--- src/rtl/mem_bus_arbiter_pkg.sv ---
// mem_bus_arbiter_pkg
//   Shared constants and the arbiter state encoding for the CPU/DMA memory
//   port arbiter. Imported by mem_bus_arbiter and sat_counter.
package mem_bus_arbiter_pkg;

  localparam int WORD_SIZE_DEF    = 16;  // data and address width
  localparam int BURST_MAX_DEF    = 12;  // DMA words per grant before forced release
  localparam int STARVE_LIMIT_DEF = 8;   // DMA wait cycles before DMA beats the CPU
  localparam int CNT_W_DEF        = 4;   // burst / starvation counter width

  typedef enum logic [2:0] {
    ARB_IDLE     = 3'd0,
    ARB_CPU_BUSY = 3'd1,
    ARB_CPU_RESP = 3'd2,
    ARB_DMA_OWN  = 3'd3,
    ARB_DMA_BUSY = 3'd4,
    ARB_DMA_RESP = 3'd5,
    ARB_DMA_REL  = 3'd6
  } arb_state_e;

endpackage

--- src/rtl/mem_bus_arbiter_sat_counter.sv ---
// sat_counter
//   Saturating up-counter with synchronous clear. Clear has priority over
//   increment; the count holds at all-ones instead of wrapping.
// Ports:
//   clk, reset : clock and asynchronous active-high reset
//   clr        : synchronous clear
//   inc        : increment by one (ignored when saturated)
//   cnt        : current count
module sat_counter
  import mem_bus_arbiter_pkg::*;
#(
  parameter int CNT_W = CNT_W_DEF
) (
  input  logic             clk,
  input  logic             reset,
  input  logic             clr,
  input  logic             inc,
  output logic [CNT_W-1:0] cnt
);

  logic [CNT_W-1:0] cnt_q;
  logic [CNT_W-1:0] cnt_d;

  always_comb begin
    cnt_d = cnt_q;
    if (clr) begin
      cnt_d = '0;
    end else if (inc && (cnt_q != {CNT_W{1'b1}})) begin
      cnt_d = cnt_q + 1'b1;
    end
  end

  always_ff @(posedge clk or posedge reset) begin
    if (reset) begin
      cnt_q <= '0;
    end else begin
      cnt_q <= cnt_d;
    end
  end

  assign cnt = cnt_q;

endmodule

--- src/rtl/mem_bus_arbiter.sv ---
// mem_bus_arbiter
//   Shares one memory port between a CPU (single-word accesses) and a DMA
//   engine (bus-ownership bursts of up to BURST_MAX words). CPU has fixed
//   priority unless DMA has waited STARVE_LIMIT or more cycles.
//
//   state        | meaning
//   -------------+-----------------------------------------------------
//   ARB_IDLE     | bus free, arbitrate between cpu_req and dma_req
//   ARB_CPU_BUSY | CPU access on memory, strobes high until mem_ack
//   ARB_CPU_RESP | cpu_ready pulse, requests ignored
//   ARB_DMA_OWN  | DMA holds grant, waiting for a strobe or release
//   ARB_DMA_BUSY | DMA word on memory, strobes high until mem_ack
//   ARB_DMA_RESP | dma_ready pulse, back to DMA_OWN
//   ARB_DMA_REL  | grant dropped for one cycle, requests ignored
//
// Ports:
//   clk, reset                         : clock, async active-high reset
//   cpu_req/we/addr/wdata, cpu_rdata/ready : CPU access interface
//   dma_req, dma_grant                 : bus request / bus grant
//   dma_strobe/we/addr/wdata, dma_rdata/ready : DMA word interface
//   mem_read/write/addr/wdata, mem_rdata/ack  : memory wrapper interface
// All outputs are registered.
module mem_bus_arbiter
  import mem_bus_arbiter_pkg::*;
#(
  parameter int WORD_SIZE    = WORD_SIZE_DEF,
  parameter int BURST_MAX    = BURST_MAX_DEF,
  parameter int STARVE_LIMIT = STARVE_LIMIT_DEF,
  parameter int CNT_W        = CNT_W_DEF
) (
  input  logic                 clk,
  input  logic                 reset,
  input  logic                 cpu_req,
  input  logic                 cpu_we,
  input  logic [WORD_SIZE-1:0] cpu_addr,
  input  logic [WORD_SIZE-1:0] cpu_wdata,
  output logic [WORD_SIZE-1:0] cpu_rdata,
  output logic                 cpu_ready,
  input  logic                 dma_req,
  output logic                 dma_grant,
  input  logic                 dma_strobe,
  input  logic                 dma_we,
  input  logic [WORD_SIZE-1:0] dma_addr,
  input  logic [WORD_SIZE-1:0] dma_wdata,
  output logic [WORD_SIZE-1:0] dma_rdata,
  output logic                 dma_ready,
  output logic                 mem_read,
  output logic                 mem_write,
  output logic [WORD_SIZE-1:0] mem_addr,
  output logic [WORD_SIZE-1:0] mem_wdata,
  input  logic [WORD_SIZE-1:0] mem_rdata,
  input  logic                 mem_ack
);

  localparam logic [CNT_W-1:0] BURST_MAX_C    = CNT_W'(BURST_MAX);
  localparam logic [CNT_W-1:0] STARVE_LIMIT_C = CNT_W'(STARVE_LIMIT);

  arb_state_e           state_q, state_d;
  logic                 mem_read_q, mem_read_d;
  logic                 mem_write_q, mem_write_d;
  logic [WORD_SIZE-1:0] mem_addr_q, mem_addr_d;
  logic [WORD_SIZE-1:0] mem_wdata_q, mem_wdata_d;
  logic [WORD_SIZE-1:0] cpu_rdata_q, cpu_rdata_d;
  logic [WORD_SIZE-1:0] dma_rdata_q, dma_rdata_d;
  logic                 cpu_ready_q, cpu_ready_d;
  logic                 dma_ready_q, dma_ready_d;
  logic                 dma_grant_q, dma_grant_d;

  logic                 burst_clr, burst_inc;
  logic                 starve_clr, starve_inc;
  logic [CNT_W-1:0]     burst_cnt;
  logic [CNT_W-1:0]     starve_cnt;
  logic                 starve_hit;

  sat_counter #(.CNT_W(CNT_W)) u_burst_cnt (
    .clk   (clk),
    .reset (reset),
    .clr   (burst_clr),
    .inc   (burst_inc),
    .cnt   (burst_cnt)
  );

  sat_counter #(.CNT_W(CNT_W)) u_starve_cnt (
    .clk   (clk),
    .reset (reset),
    .clr   (starve_clr),
    .inc   (starve_inc),
    .cnt   (starve_cnt)
  );

  // Waiting is measured against the registered grant, so the cycles spent
  // in IDLE deciding and in DMA_REL also count as waiting (REL clears it).
  assign starve_inc = dma_req && !dma_grant_q;
  assign starve_clr = !dma_req || (state_q == ARB_DMA_REL);
  assign starve_hit = (starve_cnt >= STARVE_LIMIT_C);

  always_comb begin
    state_d     = state_q;
    mem_read_d  = mem_read_q;
    mem_write_d = mem_write_q;
    mem_addr_d  = mem_addr_q;
    mem_wdata_d = mem_wdata_q;
    cpu_rdata_d = cpu_rdata_q;
    dma_rdata_d = dma_rdata_q;
    cpu_ready_d = 1'b0;
    dma_ready_d = 1'b0;
    dma_grant_d = dma_grant_q;
    burst_clr   = 1'b0;
    burst_inc   = 1'b0;

    unique case (state_q)
      ARB_IDLE: begin
        dma_grant_d = 1'b0;
        if (dma_req && (!cpu_req || starve_hit)) begin
          state_d     = ARB_DMA_OWN;
          dma_grant_d = 1'b1;
          burst_clr   = 1'b1;
        end else if (cpu_req) begin
          state_d     = ARB_CPU_BUSY;
          mem_read_d  = !cpu_we;
          mem_write_d = cpu_we;
          mem_addr_d  = cpu_addr;
          mem_wdata_d = cpu_wdata;
        end
      end

      ARB_CPU_BUSY: begin
        if (mem_ack) begin
          state_d     = ARB_CPU_RESP;
          mem_read_d  = 1'b0;
          mem_write_d = 1'b0;
          cpu_rdata_d = mem_rdata;
          cpu_ready_d = 1'b1;
        end
      end

      ARB_CPU_RESP: begin
        state_d = ARB_IDLE;
      end

      ARB_DMA_OWN: begin
        // Release (voluntary or forced) wins over a same-cycle strobe.
        if (!dma_req || (burst_cnt == BURST_MAX_C)) begin
          state_d     = ARB_DMA_REL;
          dma_grant_d = 1'b0;
        end else if (dma_strobe) begin
          state_d     = ARB_DMA_BUSY;
          mem_read_d  = !dma_we;
          mem_write_d = dma_we;
          mem_addr_d  = dma_addr;
          mem_wdata_d = dma_wdata;
        end
      end

      ARB_DMA_BUSY: begin
        if (mem_ack) begin
          state_d     = ARB_DMA_RESP;
          mem_read_d  = 1'b0;
          mem_write_d = 1'b0;
          dma_rdata_d = mem_rdata;
          dma_ready_d = 1'b1;
          burst_inc   = 1'b1;
        end
      end

      ARB_DMA_RESP: begin
        state_d = ARB_DMA_OWN;
      end

      ARB_DMA_REL: begin
        state_d = ARB_IDLE;
      end

      default: begin
        state_d     = ARB_IDLE;
        mem_read_d  = 1'b0;
        mem_write_d = 1'b0;
        dma_grant_d = 1'b0;
      end
    endcase
  end

  always_ff @(posedge clk or posedge reset) begin
    if (reset) begin
      state_q     <= ARB_IDLE;
      mem_read_q  <= 1'b0;
      mem_write_q <= 1'b0;
      mem_addr_q  <= '0;
      mem_wdata_q <= '0;
      cpu_rdata_q <= '0;
      dma_rdata_q <= '0;
      cpu_ready_q <= 1'b0;
      dma_ready_q <= 1'b0;
      dma_grant_q <= 1'b0;
    end else begin
      state_q     <= state_d;
      mem_read_q  <= mem_read_d;
      mem_write_q <= mem_write_d;
      mem_addr_q  <= mem_addr_d;
      mem_wdata_q <= mem_wdata_d;
      cpu_rdata_q <= cpu_rdata_d;
      dma_rdata_q <= dma_rdata_d;
      cpu_ready_q <= cpu_ready_d;
      dma_ready_q <= dma_ready_d;
      dma_grant_q <= dma_grant_d;
    end
  end

  assign cpu_rdata = cpu_rdata_q;
  assign cpu_ready = cpu_ready_q;
  assign dma_grant = dma_grant_q;
  assign dma_rdata = dma_rdata_q;
  assign dma_ready = dma_ready_q;
  assign mem_read  = mem_read_q;
  assign mem_write = mem_write_q;
  assign mem_addr  = mem_addr_q;
  assign mem_wdata = mem_wdata_q;

endmodule

--- config.mk ---
export PLATFORM = sky130hd
export DESIGN_NAME = mem_bus_arbiter
export DESIGN_NICKNAME = d
export VERILOG_FILES = /design/src/rtl/mem_bus_arbiter_pkg.sv /design/src/rtl/mem_bus_arbiter_sat_counter.sv /design/src/rtl/mem_bus_arbiter.sv
export SDC_FILE = /design/constraint.sdc
export NUM_CORES = 1
export LEC_CHECK = 0
export BUFFER_PORTS_ARGS = -buffer_cell sky130_fd_sc_hd__buf_4
export CAP_MARGIN = 20
export CORE_ASPECT_RATIO = 1.4
export CORE_MARGIN = 10
export CORE_UTILIZATION = 40
export DETAILED_ROUTE_END_ITERATION = 12
export HOLD_SLACK_MARGIN = 0.15
export PLACE_DENSITY = 0.76
export SETUP_SLACK_MARGIN = 0.2
export SYNTH_ARGS = -nofsm -noshare
export SYNTH_HDL_FRONTEND = slang
export SYNTH_SLANG_ARGS = --single-unit
--- constraint.sdc ---
create_clock -name clk -period 2.8 [get_ports clk]
set_input_delay 0.14 -clock clk [delete_from_list [all_inputs] [get_ports clk]]
set_output_delay 0.14 -clock clk [all_outputs]
set_load 0.01 [all_outputs]
==> flow_summary.ini, run 1 <==
[clock_network]
clkSinkCount = 80
cts_root_buf = clkbuf_16
cts_made_buffers = 9
insertion_delay_ps = 330
htree_levels = 3
cts_setup_buffers = 0
clk_pin_slew_ps = 60
cts_resized = 0
cts_hold_buf = 18
clockBufferDepth = 2
cts_tree = built

[sta]
skew_ps = 10.1
finalCritPeriodShare_pct = 78.8
max_freq_mhz = 453
fin_tns_setup_ps = 0
relSlewSlack_pct = 62.4
hold_violations = 0
setup_violations = 0
tightest_slew_ps = 564
grt_setup_unrepaired = no
drv_slew = 0
min_period_ps = 2210

[die]
initial_core_util_pct = 40.8
die_w_um = 103
core_area_sq_um = 9410
die_h_um = 136
die_area_sq_um = 14000
ioPinCount = 157
row_count = 42

[outcome]
outcome = completed

[synthesis]
yosysMostFrequentCell = mux2_2
synth_nets = 366
synth.top_cell.area_share_pct = 52.2
syn_area_sq_um = 3840
yosysWarnings = 0
synthFlopType = dfrtp_1
synth_cell_types = 41
yosys-top-cells-count = 89 x mux2_2, 80 x dfrtp_1, 10 x mux2_4, 10 x nor2_1, 8 x inv_1
ys_async_sr_fraction_pct = 100
yosysSeqAreaShare_pct = 52.2
synth_edf_count = 0
avgSynthCellArea_sq_um = 14.0
ys_ff_latch = 80
synthCells = 274
ys_top_cells_by_area = dfrtp_1 52%, mux2_2 26%, mux2_4 3.9%, clkbuf_8 1.4%, ha_1 1.3%
yosys.area.top_type = dfrtp_1

[drt]
first_pass_iters = 4
drc = 0
wl_per_cell_um = 17.9
ant_nets = 0
wl_mm = 10.1
drtIter0Drc = 60
vias = 2841
via_per_inst = 5.04

[cells_and_area]
area_growth_pct = 45.5
drive_gt1_share_pct = 63.4
nNetsFinal = 541
stdcell_area_sq_um = 5590
num_antenna_cells = 0

[setup_path]
start_kind = flip-flop
cp_data_required_time_ps = 3010
critPathCaptureType = flip-flop
crit_arrival_ps = 2420
worstSetupPathType = reg -> reg
cp_max_fo = 32

[grt]
grt_pass1_vias = 3192
antenna_found_initial = 0
gr-usage-all-layers_pct = 14.3
grt_max_degree = 35
grt_first_pass_wirelength_mm = 15.9
grt_overflow = 0

[place]
placed_area_sq_um = 5050
port_buffers = 156
dp.final_hpwl_mm = 7.62
gp_congestion = 0.849

[power_and_ir_drop]
peakVddDrop_mv = 0.658
power_density_nw_per_um2 = 1110
leakagePower_nw = 2.65

[flow_run]
drv_cap = 0

[hold_path]
hold_class = in -> reg
-- kinds of logic (layout without fill, tap and decap cells) --
| family | count (synthesis) | in the layout | synth area share (%) |
|---|---|---|---|
| mux | 99 | 99 | 30.0 |
| flops | 80 | 80 | 52.2 |
| fa+ha+maj | 4 | 4 | 1.30 |
| simple gates | 38 | 38 | 6.49 |
| xor+xnor | 4 | 4 | 0.913 |
| compound gates | 26 | 26 | 4.82 |
| buf+inv | 23 | 203 | 4.30 |
-- critical path, cell delays in order (launching register included) --
cell and delay, ps:
dfrtp_1 550, nor2_1 280, o21ai_1 150, a211oi_4 250, buf_4 430, mux2_2 390
-- final cells by class --
cell class	count	area (sq um)
inverter	8	31.3
clock inverter	6	115
timing repair buffer	179	1390
tap	110	138
clock buffer	10	239
sequential	80	2000
multi-input combinational	171	1670
fill	738	3820
-- metrics by stage --
step                cells  worst slack (ps)  hold slack [ps]  total power, mW  utilization (%)
floorplan             274               608              292             3.77                -
global placement      530               693              146             4.78             53.7
detailed placement    530               587              150             4.89             53.7
CTS                   564               583              156             6.30             59.4
global route          564               446              164             6.61             59.4
finish                564               593              166             6.21             59.4
-- report_power, final --
part / internal [mW] / switching [mW]
registers: 1.71 / 0.386
clock network: 0.900 / 0.465
logic: 1.63 / 1.13
-- path summary, 6_finish.rpt --
check / startpoint / to / slack, ps / cells past startpoint
min in group asynchronous: reset / dma_rdata[12]$_DFFE_PP0P_ / 370 / 3
worst min-delay path: cpu_addr[3] / mem_addr[3]$_DFFE_PP0P_ / 170 / 3
worst min register to register: mem_wdata[10]$_DFFE_PP0P_ / mem_wdata[10]$_DFFE_PP0P_ / 510 / 1
worst max-delay path: state_q[0]$_DFFE_PP0P_ / mem_wdata[7]$_DFFE_PP0P_ / 590 / 5
worst max register to register: state_q[0]$_DFFE_PP0P_ / mem_wdata[7]$_DFFE_PP0P_ / 590 / 5
max in group asynchronous: reset / u_starve_cnt.cnt[0]$_DFFE_PP0P_ / 1720 / 4
-- layout by cell type (no fill, tap or decap), types with 2 or more instances in the layout --
cell           Yosys  routed
buf_4              3     161
mux2_2            89      89
dfrtp_1           80      80
dlygate4sd3_1      0      18
nor2_1            10      10
mux2_4            10      10
clkbuf_16          0       9
inv_1              8       7
nand2_1            7       7
a21oi_1            7       7
nand3_1            5       5
o22ai_1            4       4
ha_1               4       4
o21ai_0            3       3
a31oi_1            3       3
bufinv_16          0       3
and4bb_2           2       2
or3_1              2       2
xor2_1             2       2
nor3_1             2       2
xnor2_1            2       2
-- registers in the layout (all words and copies together), names as in the netlist --
| signal | count |
|---|---|
| mem_read | 1 |
| mem_wdata | 16 |
| dma_rdata | 16 |
| mem_addr | 16 |
| cpu_rdata | 16 |
| u_burst_cnt.cnt | 4 |
| dma_grant | 1 |
| state_q | 3 |
| u_starve_cnt.cnt | 4 |
| cpu_ready | 1 |
| mem_write | 1 |
| dma_ready | 1 |
-- metal layers --
metal	wire [um]	GRT usage, %
met5	0	0
met4	85	4.26
met3	1110	7.27
met2	5400	25.2
met1	3480	14.2
Note: power is estimated with default switching activity, not from simulation.
==> inputs of run 2 (changes only) <==
Settings changed: PLACE_DENSITY 0.76 to 0.79.
Clock period 2.8 ns to 1.81 ns, I/O delays scaled along.
==> flow_summary.ini, run 2 (synthesized netlist as in run 1, its figures left out) <==
[outcome]
outcome = completed

[grt]
gr-usage-all-layers_pct = 18.5
grt_pass1_vias = 3820
antenna_found_initial = 4
grt_first_pass_wirelength_mm = 20.1
grt_max_degree = 35
grt_overflow = 0

[power_and_ir_drop]
intPower_mw = 7.17
leakagePower_nw = 3.21
power_density_nw_per_um2 = 1580
clockPowerShare_pct = 15.7
p_sw_mw = 3.62
peakVddDrop_mv = 1.10
pwr-share-comb_pct = 54.1
pwr-share-seq_pct = 30.1
p_sw_share_pct = 33.6

[setup_path]
cp_max_fo = 14
critPathCaptureType = flip-flop
start_kind = flip-flop
crit_arrival_ps = 1990
worstSetupPathType = reg -> reg
cp_data_required_time_ps = 2020

[die]
core_area_sq_um = 9410
ioPinCount = 157
die_area_sq_um = 14000
row_count = 42
die_h_um = 136
die_w_um = 103
initial_core_util_pct = 40.8

[sta]
min_period_ps = 1790
finalCritPeriodShare_pct = 98.7
hold_violations = 0
max_freq_mhz = 560
skew_ps = 10.6
tightest_slew_ps = 558
relSlewSlack_pct = 62.7
setup_violations = 0
drv_slew = 0
grt_setup_unrepaired = yes

[drt]
via_per_inst = 5.04
drc = 0
vias = 3373
drtIter0Drc = 100
ant_nets = 0
first_pass_iters = 6
wl_mm = 14.0
wl_per_cell_um = 20.9

[cells_and_area]
nNetsFinal = 642
area_growth_pct = 78.5
layout_common_cells = 177 x buf_4, 81 x dlygate4sd3_1, 77 x dfrtp_1
post-route-util_pct = 72.8
fillCellCount = 579
drive_gt1_share_pct = 62.0
layout.cells.most_common = buf_4
instances_no_fill = 669
stdcell_area_sq_um = 6850

[clock_network]
insertion_delay_ps = 330
cts_made_buffers = 9
cts_root_buf = clkbuf_16
cts_tree = built
clk_pin_slew_ps = 60
clockBufferDepth = 2
htree_levels = 3
clkSinkCount = 80

[place]
dp.final_hpwl_mm = 8.16
placed_area_sq_um = 5250
dp.cells = 544
port_buffers = 156
gp_congestion = 0.856

[hold_path]
hold_class = in -> reg

[flow_run]
drv_cap = 0
## run 2: cell count changes in the layout (fill, tap and decap cells not counted), moves of 4 or more
cell	delta
buf_12	+6
buf_4	+16
buf_6	+9
diode_2	+4
dlygate4sd3_1	+63
mux2_2	-22
mux2_4	+22
## run 2: layer usage
metal / vias to the layer above / track usage, % / wire (um)
met2: 143 / 32.7 / 7650
met5: - / 0 / 0
met1: 1670 / 18.8 / 4840
met4: 0 / 6.90 / 305
li1: 1536 / - / -
met3: 24 / 7.57 / 1180
## run 2: worst max-delay path, cell delays in order (launching register included)
cell and delay, ps:
dfrtp_1 390, inv_2 70, ha_4 160, nand3_4 80, nand4_4 80, a211oi_4 250, buf_6 150, buf_12 140
mux2_2 340
## run 2: path summary, 6_finish.rpt
check / slack, ps / start / end / cells after the start
worst max-delay path: 20 / u_burst_cnt.cnt[1]$_DFFE_PP0P_ / mem_wdata[3]$_DFFE_PP0P_ / 8
worst min-delay path: 170 / dma_addr[10] / mem_addr[10]$_DFFE_PP0P_ / 3
worst max register to register: 20 / u_burst_cnt.cnt[1]$_DFFE_PP0P_ / mem_wdata[3]$_DFFE_PP0P_ / 8
worst min register to register: 510 / mem_wdata[9]$_DFFE_PP0P_ / mem_wdata[9]$_DFFE_PP0P_ / 1
max in group asynchronous: 860 / reset / cpu_rdata[6]$_DFFE_PP0P_ / 4
min in group asynchronous: 400 / reset / mem_write$_DFFE_PP0P_ / 3
## run 2: per-stage QoR
stage	setup WS, ps	hold slack (ps)	power (mW)	TNS [ps]
floorplan	62.9	242	5.91	0
global placement	57.2	172	7.72	0
detailed placement	12.3	180	7.92	0
CTS	62.0	157	10.3	0
global route	-44.8	170	11.4	-793
finish	24.3	169	10.8	0
## run 2: timing repair
item / in CTS / in global routing
hold endpoints to repair: 85 / 0
pin swaps: 3 / 7
buffers inserted: 12 / 6
hold buffers: 81 / 0
gates resized for setup: 23 / 30
gates cloned: 3 / 3
endpoints found under the setup margin: 72 / 54
## run 2: layout make-up
class / count / area (sq um) / share of cell area (%)
repair buffers: 280 / 2530 / 37.0
well taps: 110 / 138 / 2.01
inverters: 8 / 33.8 / 0.493
diodes: 4 / 10.0 / 0.146
multi-input cells: 171 / 1850 / 27.0
clock buffers: 11 / 243 / 3.54
clock inverters: 5 / 40.0 / 0.584
flip-flops and latches: 80 / 2010 / 29.3
## run 2: power groups by stage
stage / clock, mW / combinational, mW / sequential (mW)
finish: 1.70 / 5.84 / 3.25
global route: 1.82 / 6.23 / 3.34
CTS: 1.72 / 5.38 / 3.18
detailed placement: 0 / 4.71 / 3.21
global placement: 0 / 4.56 / 3.15
floorplan: 0 / 2.46 / 3.44
==> inputs of run 3 (changes only) <==
Settings changed: ABC_AREA set to 1.
==> flow_summary.ini, run 3 <==
[clock_network]
insertion_delay_ps = 330
clockBufferDepth = 2
clkSinkCount = 80
cts_made_buffers = 9
htree_levels = 3
cts_root_buf = clkbuf_16
clk_pin_slew_ps = 60
cts_tree = built

[synthesis]
synth_cell_types = 25
ys_async_sr_fraction_pct = 100
synth-xor-area-share_pct = 0.230
ys_top_cells_by_area = dfrtp_1 53%, nand2_1 22%, nand3_1 6.2%, o21ai_0 4.2%, inv_1 3.3%
synthSimpleGateAreaFrac_pct = 32.3
synth_nets = 581
synth_top_family_by_area = simple AND/OR/NAND/NOR gates
synthFlopType = dfrtp_1
yosys.area.top_type = dfrtp_1
yosys-top-cells-count = 225 x nand2_1, 80 x dfrtp_1, 47 x nand3_1, 33 x inv_1, 32 x o21ai_0
synthCells = 489
synthAdderAreaFrac_pct = 1.32
ys_ff_latch = 80
synth_edf_count = 0
avgSynthCellArea_sq_um = 7.78
synth_mux_area_share_pct = 0
synth.top_cell.area_share_pct = 52.6
yosysWarnings = 0
yosysSeqAreaShare_pct = 52.6
synth_compound_area_share_pct = 6.41
syn_area_sq_um = 3800
yosysMostFrequentCell = nand2_1

[sta]
finalCritPeriodShare_pct = 85.2
max_freq_mhz = 648
hold_ws_ps = 179
relSlewSlack_pct = 70.7
drv_slew = 0
min_period_ps = 1540
tightest_slew_ps = 437
fin_tns_setup_ps = 0
skew_ps = 5.89
hold_violations = 0
final.setup.worst_slack_ps = 267
setup_violations = 0
grt_setup_unrepaired = yes

[hold_path]
holdPathEnd = state_q[1]$_DFFE_PP0P_
holdPathStages = 4
hold_class = in -> reg
hp-start = dma_strobe

[setup_path]
worstSetupPathType = reg -> reg
crit_family = simple AND/OR/NAND/NOR gates
crit_arrival_ps = 1770
slowest_stage = dfrtp_2
cp_data_required_time_ps = 2030
cp_max_fo = 33
rr_worst_depth = 8
critPathBufInv = 3
critPathCaptureType = flip-flop
reg2reg_slack_ps = 270
path_cells = inv_1 > buf_4 > nand3_1 > buf_12 > nand2_1 > nand2_1 > nand3_1 > nand2_1
r2r-end = mem_wdata[8]$_DFFE_PP0P_
reg2reg_from = state_q[2]$_DFFE_PP0P_
cpMostUsedCell = nand2_1
slowest_delay_ps = 470
start_kind = flip-flop

[drt]
drtIter0Drc = 389
dr_wl_met3_um = 956
first_pass_iters = 5
vias = 4424
via_per_inst = 5.17
drc = 0
drt-met1-wl_mm = 4.76
wl_mm = 14.8
highest_layer = met4
route.met2.wl_mm = 8.01
wl_per_cell_um = 17.3
ant_nets = 0

[cells_and_area]
layout.cells.most_common = nand2_1
nNetsFinal = 825
layout_common_cells = 223 x nand2_1, 162 x buf_4, 85 x dlygate4sd3_1
instances_no_fill = 855
drive_gt1_share_pct = 27.9
area_growth_pct = 68.4
post-route-util_pct = 68.5

[die]
row_count = 42
die_w_um = 102
ioPinCount = 157
die_area_sq_um = 13900
die_h_um = 135
core_area_sq_um = 9350
initial_core_util_pct = 40.7

[grt]
grt_overflow = 0
grt_max_degree = 81
gr-usage-all-layers_pct = 20.6
antenna_found_initial = 4
grt_first_pass_wirelength_mm = 22.1
grt_pass1_vias = 4447

[place]
dp.cells = 740
gp_congestion = 0.858
dp_slack_ps = -92.5
port_buffers = 156
dp.final_hpwl_mm = 8.59

[outcome]
outcome = completed

[power_and_ir_drop]
power_density_nw_per_um2 = 1570
peakVddDrop_mv = 0.990
leakagePower_nw = 3.45

[flow_run]
drv_cap = 0
[run 3: changes by cell type after synthesis, sizes merged, moves of 3 or more]
cell,previous run,this run
nand2,7,228
mux2,99,0
nand3,5,47
o21ai,4,41
inv,8,35
buf,10,19
nor2,10,18
a31oi,3,0
o22ai,4,1
[run 3: area by class of cell]
| class | instances | area, sq um |
|---|---|---|
| Clock buffer | 11 | 243 |
| Inverter | 35 | 140 |
| Sequential cell | 80 | 2010 |
| Timing Repair Buffer | 254 | 2200 |
| Clock inverter | 5 | 56.3 |
| Tap cell | 110 | 138 |
| Antenna cell | 7 | 17.5 |
| Fill cell | 671 | 2950 |
| Multi-Input combinational cell | 353 | 1600 |
[run 3: worst max path at each step]
stage / startpoint / endpoint / slack [ps] / cells after the start
6_report: state_q[2]$_DFFE_PP0P_ / mem_wdata[8]$_DFFE_PP0P_ / 270 / 8
5_1_grt: state_q[0]$_DFFE_PP0P_ / mem_wdata[6]$_DFFE_PP0P_ / 190 / 9
4_1_cts: state_q[1]$_DFFE_PP0P_ / mem_addr[0]$_DFFE_PP0P_ / 200 / 8
3_5_place_dp: state_q[0]$_DFFE_PP0P_ / mem_addr[8]$_DFFE_PP0P_ / -90 / 8
3_3_place_gp: state_q[1]$_DFFE_PP0P_ / mem_wdata[13]$_DFFE_PP0P_ / -40 / 8
2_1_floorplan: state_q[1]$_DFFE_PP0P_ / mem_addr[0]$_DFFE_PP0P_ / 370 / 10
[run 3: logic make-up after synthesis]
| logic type | Yosys count |
|---|---|
| fa+ha+maj | 4 |
| buf+inv | 58 |
| xor+xnor | 1 |
| compound gates | 48 |
| flops | 80 |
| simple gates | 298 |
[run 3: stage by stage]
stage | cell area [sq um] | power (mW)
finish | 6410 | 10.1
global route | 6400 | 10.7
CTS | 6250 | 9.56
detailed placement | 5060 | 7.45
global placement | 5060 | 7.27
floorplan | 3810 | 5.62
[run 3: per-layer routing]
layer / vias to the layer above / global-route usage (%)
li1: 2034 / -
met1: 2051 / 19.6
met2: 261 / 37.2
met3: 78 / 4.60
met4: 0 / 15.3
met5: - / 0
[run 3: power by group]
group,leakage (nW),internal [mW],switching (mW)
sequential,1.01,2.62,0.534
combinational,2.30,2.22,2.86
clock,0.146,1.10,0.718
total,3.45,5.95,4.12
[run 3: worst min-delay path: cells and delay by family]
family	cells	cell delay [ps]
buffers and inverters	2	130
AND/OR/NAND/NOR	1	130
AO/OA/AOI/OAI	1	110
[run 3: repair_timing]
item | in CTS | in global routing
buffers inserted | 1 | 3
gates cloned | 1 | 2
gates resized for setup | 4 | 23
endpoints found under the setup margin | 32 | 68
hold buffers | 85 | 0
endpoints found under the hold margin | 150 | 0
pin swaps | 1 | 4
